`src/rtl/mult_seq_unit_pkg.sv`:
```
// rtl/mult_seq_unit_pkg.sv - shared state encodings, default width and funct codes for the MULT/MULTU path
package mult_seq_unit_pkg;

    localparam int DATA_W_DEFAULT = 32;

    typedef enum logic [1:0] {
        ST_IDLE = 2'd0,
        ST_RUN  = 2'd1,
        ST_FIN  = 2'd2
    } state_t;

    localparam logic [5:0] FUNCT_MULT  = 6'h18;
    localparam logic [5:0] FUNCT_MULTU = 6'h19;

endpackage

```
`src/rtl/mult_seq_unit_cla.sv`:
```
// rtl/mult_seq_unit_cla.sv - W-bit adder of cascaded 4-bit carry-lookahead cells (group PG/GG)
module cla_adder_nbit #(
    parameter int W = 32
) (
    input  logic [W-1:0] a_i,
    input  logic [W-1:0] b_i,
    input  logic         c_i,
    output logic [W-1:0] sum_o,
    output logic         c_o
);
    localparam int NG = W / 4;

    logic [NG:0] gc;

    assign gc[0] = c_i;
    assign c_o   = gc[NG];

    for (genvar k = 0; k < NG; k++) begin : g_grp
        logic [3:0] p;
        logic [3:0] g;
        logic [3:0] c;
        logic       pg;
        logic       gg;

        assign p = a_i[4*k +: 4] ^ b_i[4*k +: 4];
        assign g = a_i[4*k +: 4] & b_i[4*k +: 4];

        assign c[0] = gc[k];
        assign c[1] = g[0] | (p[0] & c[0]);
        assign c[2] = g[1] | (p[1] & g[0]) | (p[1] & p[0] & c[0]);
        assign c[3] = g[2] | (p[2] & g[1]) | (p[2] & p[1] & g[0]) | (p[2] & p[1] & p[0] & c[0]);

        // Group signals let the carry skip the cell without rippling through its bits.
        assign pg = &p;
        assign gg = g[3] | (p[3] & g[2]) | (p[3] & p[2] & g[1]) | (p[3] & p[2] & p[1] & g[0]);

        assign gc[k+1]        = gg | (pg & c[0]);
        assign sum_o[4*k +: 4] = p ^ c;
    end

endmodule

```
`src/rtl/mult_seq_unit.sv`:
```
// rtl/mult_seq_unit.sv - iterative shift-and-add MULT/MULTU unit with HI/LO; optional MULT_ZERO_SKIP_EN
module mult_seq_unit
    import mult_seq_unit_pkg::*;
#(
    parameter int DATA_W = DATA_W_DEFAULT,
    parameter int CNT_W  = 6
) (
    input  logic              clk,
    input  logic              rst,
    input  logic              start,
    input  logic              is_signed,
    input  logic [DATA_W-1:0] a,
    input  logic [DATA_W-1:0] b,
    output logic              busy,
    output logic              done,
    output logic [DATA_W-1:0] hi,
    output logic [DATA_W-1:0] lo
);
    state_t              state_q;
    logic [DATA_W-1:0]   mcand_q;
    logic [DATA_W-1:0]   mplier_q;
    logic [DATA_W-1:0]   acc_hi_q;
    logic [CNT_W-1:0]    cnt_q;
    logic                neg_q;
    logic                busy_q;
    logic                done_q;
    logic [DATA_W-1:0]   hi_q;
    logic [DATA_W-1:0]   lo_q;

    logic [DATA_W-1:0]   a_mag;
    logic [DATA_W-1:0]   b_mag;
    logic [DATA_W-1:0]   addend;
    logic [DATA_W-1:0]   sum;
    logic                carry;
    logic [2*DATA_W-1:0] prod;
    logic [2*DATA_W-1:0] prod_d;

    // The most negative value maps onto 2^(W-1), which fits unsigned in W bits.
    assign a_mag  = (is_signed && a[DATA_W-1]) ? (~a + 1'b1) : a;
    assign b_mag  = (is_signed && b[DATA_W-1]) ? (~b + 1'b1) : b;
    assign addend = mplier_q[0] ? mcand_q : '0;
    assign prod   = {acc_hi_q, mplier_q};
    assign prod_d = neg_q ? (~prod + 1'b1) : prod;

    cla_adder_nbit #(.W(DATA_W)) u_acc_add (
        .a_i   (acc_hi_q),
        .b_i   (addend),
        .c_i   (1'b0),
        .sum_o (sum),
        .c_o   (carry)
    );

    always_ff @(posedge clk or posedge rst) begin
        if (rst) begin
            state_q  <= ST_IDLE;
            mcand_q  <= '0;
            mplier_q <= '0;
            acc_hi_q <= '0;
            cnt_q    <= '0;
            neg_q    <= 1'b0;
            busy_q   <= 1'b0;
            done_q   <= 1'b0;
            hi_q     <= '0;
            lo_q     <= '0;
        end else begin
            case (state_q)
                ST_IDLE: begin
                    done_q <= 1'b0;
                    if (start) begin
                        mcand_q  <= a_mag;
                        mplier_q <= b_mag;
                        neg_q    <= is_signed & (a[DATA_W-1] ^ b[DATA_W-1]);
                        acc_hi_q <= '0;
                        cnt_q    <= CNT_W'(DATA_W);
                        busy_q   <= 1'b1;
`ifdef MULT_ZERO_SKIP_EN
                        if (a_mag == '0 || b_mag == '0) begin
                            mplier_q <= '0;
                            neg_q    <= 1'b0;
                            state_q  <= ST_FIN;
                        end else begin
                            state_q  <= ST_RUN;
                        end
`else
                        state_q  <= ST_RUN;
`endif
                    end
                end
                ST_RUN: begin
                    acc_hi_q <= {carry, sum[DATA_W-1:1]};
                    mplier_q <= {sum[0], mplier_q[DATA_W-1:1]};
                    cnt_q    <= cnt_q - 1'b1;
                    if (cnt_q == CNT_W'(1)) begin
                        state_q <= ST_FIN;
                    end
                end
                ST_FIN: begin
                    hi_q    <= prod_d[2*DATA_W-1:DATA_W];
                    lo_q    <= prod_d[DATA_W-1:0];
                    done_q  <= 1'b1;
                    busy_q  <= 1'b0;
                    state_q <= ST_IDLE;
                end
                default: begin
                    state_q <= ST_IDLE;
                end
            endcase
        end
    end

    assign busy = busy_q;
    assign done = done_q;
    assign hi   = hi_q;
    assign lo   = lo_q;

endmodule
```
`config.mk`:
```
export PLATFORM = sky130hd
export DESIGN_NAME = mult_seq_unit
export DESIGN_NICKNAME = d
export VERILOG_FILES = /design/src/rtl/mult_seq_unit_pkg.sv /design/src/rtl/mult_seq_unit_cla.sv /design/src/rtl/mult_seq_unit.sv
export SDC_FILE = /design/constraint.sdc
export NUM_CORES = 1
export LEC_CHECK = 0
export BUFFER_PORTS_ARGS = -buffer_cell sky130_fd_sc_hd__buf_2
export CORE_AREA = 3 3 155 157
export CTS_CLUSTER_DIAMETER = 40
export DETAILED_ROUTE_END_ITERATION = 8
export DIE_AREA = 0 0 158 160
export PLACE_DENSITY = 0.74
export SYNTH_ARGS = -nofsm -noshare
export SYNTH_HDL_FRONTEND = slang
export SYNTH_SLANG_ARGS = --single-unit
export TNS_END_PERCENT = 10
```
`constraint.sdc`:
```
create_clock -name clk -period 7.6 [get_ports clk]
set_clock_uncertainty 0.1 [all_clocks]
set_input_delay 0.76 -clock clk [delete_from_list [all_inputs] [get_ports clk]]
set_output_delay 0.76 -clock clk [all_outputs]
set_load 0.02 [all_outputs]
```
==> reports/qor.json <==
{
  "setup_path": {
    "timing.reg2reg.setup_slack_ps": 3890,
    "critical_path.max_fanout": 36,
    "critical_path.cell_chain": "buf_4 > and2_1 > ha_1 > nand2_1 > or3_1 > o32a_1 > o21a_2 > o41ai_4 > a31oi_1 > a211o_1 > or4_1 > nand3_1",
    "critPathMaxStageDelay_ps": 440,
    "critical_path_arrival_ps": 3970,
    "path_class": "reg -> reg",
    "worst_setup_path_start_kind": "flip-flop",
    "critPathCaptureType": "flip-flop",
    "crit_path_top_delay_cell": "or4_1",
    "cp.required_ps": 7860
  },
  "clocking": {
    "clkSlewWorstSetupHoldPaths_ps": 70,
    "tritoncts": "built",
    "post-cts-setup-buffer-count": 0,
    "cts-hold-fix-buffers": 0,
    "h-tree-depth": 4,
    "tritoncts_buffer_count": 17,
    "cts-root-to-sink-buffers": 2,
    "post_cts_resized": 0,
    "clock_latency_ps": 430,
    "clock_tree_sinks": 171,
    "ctsRootBufferMaster": "clkbuf_16"
  },
  "power_and_ir_drop": {
    "total_leakage_power_nw": 5.35,
    "power.density_cell_area_nw_per_um2": 401,
    "total_power_mw": 4.71,
    "max-vdd-ir-drop_v": 0.000147
  },
  "placed_design": {
    "dpl_cell_area_sq_um": 11100,
    "port-buffer-count": 133,
    "post-dp-hpwl_um": 17800,
    "final_estimated_routing_congestion_in_global_placement": 0.845
  },
  "global_route": {
    "vias_in_the_first_global_route": 8012,
    "global_route_usage_over_all_layers_pct": 19.7,
    "grt_max_degree": 131,
    "grt_pass1_wl_um": 40600,
    "antenna_found_initial": 0,
    "grt_overflow_total": 0
  },
  "sta": {
    "timing.fmax_mhz": 269,
    "setup_repair_after_global_routing_missed_its_margin": "no",
    "timing_max_transition_violations_final": 0,
    "layout_worst_path_cycle_share_pct": 48.9,
    "setup_viol": 0,
    "slew_headroom_pct": 23.9,
    "finalSetupTns_ps": 0,
    "layout_min_cycle_time_ps": 3710,
    "tightestPinTransition_ps": 1140,
    "final.hold.worst_slack_ps": 371,
    "final_hold_viol_count": 0
  },
  "drt": {
    "route.met3.wl_um": 1630,
    "wire_per_inst_um": 16.2,
    "routed-via-count": 8485,
    "final_antenna_net_count": 0,
    "maxUsedRoutingLayer": "met4",
    "initialDrtViolationCount": 657,
    "drt-met1-wl_um": 11500,
    "drc_errors": 0,
    "routed-wl-met2_um": 11300,
    "drt-vias-per-instance": 5.53,
    "route.final.wire_length_um": 24800,
    "drt_first_pass_iters": 7
  },
  "synthesis": {
    "yosysWarningCount": 0,
    "synthArstFlopShare_pct": 100,
    "synth_cell_types": 56,
    "synth.cells.most_frequent": "o21ai_0, dfrtp_1, nand2_1",
    "sequential_fraction_of_the_synthesis_area_pct": 41.7,
    "biggest_area_consumer_among_synthesized_cells": "dfrtp_1",
    "post_synth_top_flop": "dfrtp_1",
    "post_synth_edffs": 0,
    "synth_most_common_cell": "o21ai_0",
    "synth.net_count": 1250,
    "synth_cells": 1137,
    "ranking_of_synthesized_cells_by_area": "dfrtp_1, o21ai_0, xor2_1",
    "yosys.area.top_type_share_pct": 41.7,
    "number_of_synthesized_register_bits": 171,
    "synth_area_per_cell_sq_um": 9.02,
    "mapped_cell_area_sq_um": 10300
  },
  "floorplan": {
    "start_util_pct": 45.3,
    "die_height_um": 160,
    "number_of_cell_rows": 55,
    "ioPinCount": 134,
    "placeableCoreArea_sq_um": 22600,
    "fp.dieArea_sq_um": 25300,
    "chipWidth_um": 158
  },
  "layout": {
    "num-nets-final": 1350,
    "multi_input_comb_area_sq_um": 5700,
    "diodes": 0,
    "layout-drive-gt1-share_pct": 15.0,
    "areaGrowthSynthToFinish_pct": 14.5,
    "seq_area_sq_um": 4280,
    "postLayoutCoreUtil_pct": 51.9,
    "post-route-cell-area_sq_um": 11700,
    "n_fill_cell": 2096
  },
  "status": {
    "run_status": "complete, no violations"
  },
  "job": {
    "cap_viol_max_count": 0
  },
  "hold_path": {
    "min_path_type": "in -> async"
  }
}
[critical path: cells and delay by family (launching register included)]
family	cells	cell delay, ps
simple gates	5	1260
flops	1	360
compound gates	5	1370
buf+inv	1	220
fa+ha+maj	1	340
[cell type report]
class,count,area share (%)
multi-input combinational,885,48.5
sequential,171,36.4
timing repair buffer,141,6.18
clock buffer,19,3.86
tap,285,3.04
clock inverter,13,1.29
inverter,21,0.714
[path summary, 6_finish.rpt]
path,endpoint,depth (start not counted),start
max reg2reg,acc_hi_q[30],12,mplier_q[0]
max in group asynchronous,hi[12],3,rst
max,acc_hi_q[30],12,mplier_q[0]
min in group clk,mcand_q[31],2,mcand_q[31]
min reg2reg,mcand_q[31],2,mcand_q[31]
min,lo[5],2,rst
[stage by stage]
step,worst slack (ps),instances
final,3890,1535
after global routing,3760,1535
after CTS,3890,1535
after floorplan,2110,1137
after global placement,4100,1503
after detailed placement,3960,1503
[placed cells by master (no fill, tap or decap), types with 6 or more instances in the layout]
cell type    n
nand2b_1    12
o21ai_0    185
buf_2      133
or3_1       14
a21oi_1     37
inv_6        8
fa_1         8
dfrtp_1    171
xor2_1      97
and3_1       6
nor2_1      28
nor3_1      21
ha_1        37
a21o_1      11
o21ai_1     10
nor4_1       6
and2_1      37
nand3_1     33
o31ai_1     32
inv_1       20
nand2_1    161
o41ai_1     13
a22oi_1     26
xnor2_1     46
buf_4        8
a31oi_1      6
or4_1        8
clkbuf_16   17
[per-layer routing]
| metal | up-vias | GRT usage, % |
|---|---|---|
| met5 | - | 0 |
| met1 | 3959 | 28.3 |
| met2 | 277 | 30.6 |
| li1 | 4217 | - |
| met4 | 0 | 5.32 |
| met3 | 32 | 3.85 |
[sequential cells by signal (all words and copies together) (netlist names)]
signal / count
mcand_q: 32
done: 1
state_q: 2
mplier_q: 32
neg_q: 1
cnt_q: 6
hi: 32
busy: 1
acc_hi_q: 32
lo: 32
[report_power, final]
part / total (mW) / internal, mW / switching (mW)
clock: 0.899 / 0.511 / 0.388
combinational: 2.05 / 0.836 / 1.22
sequential: 1.76 / 1.32 / 0.439
[kinds of logic after synthesis]
logic type               Yosys count  synth area share, %
adder cells (fa/ha/maj)           45                 6.07
XOR/XNOR                         143                 12.2
flip-flops                       171                 41.7
buffers and inverters             81                 2.96
multiplexers                       1               0.0976
AO/OA/AOI/OAI                    340                 19.8
AND/OR/NAND/NOR                  356                 17.2
Power figures use the tool's default switching activity.
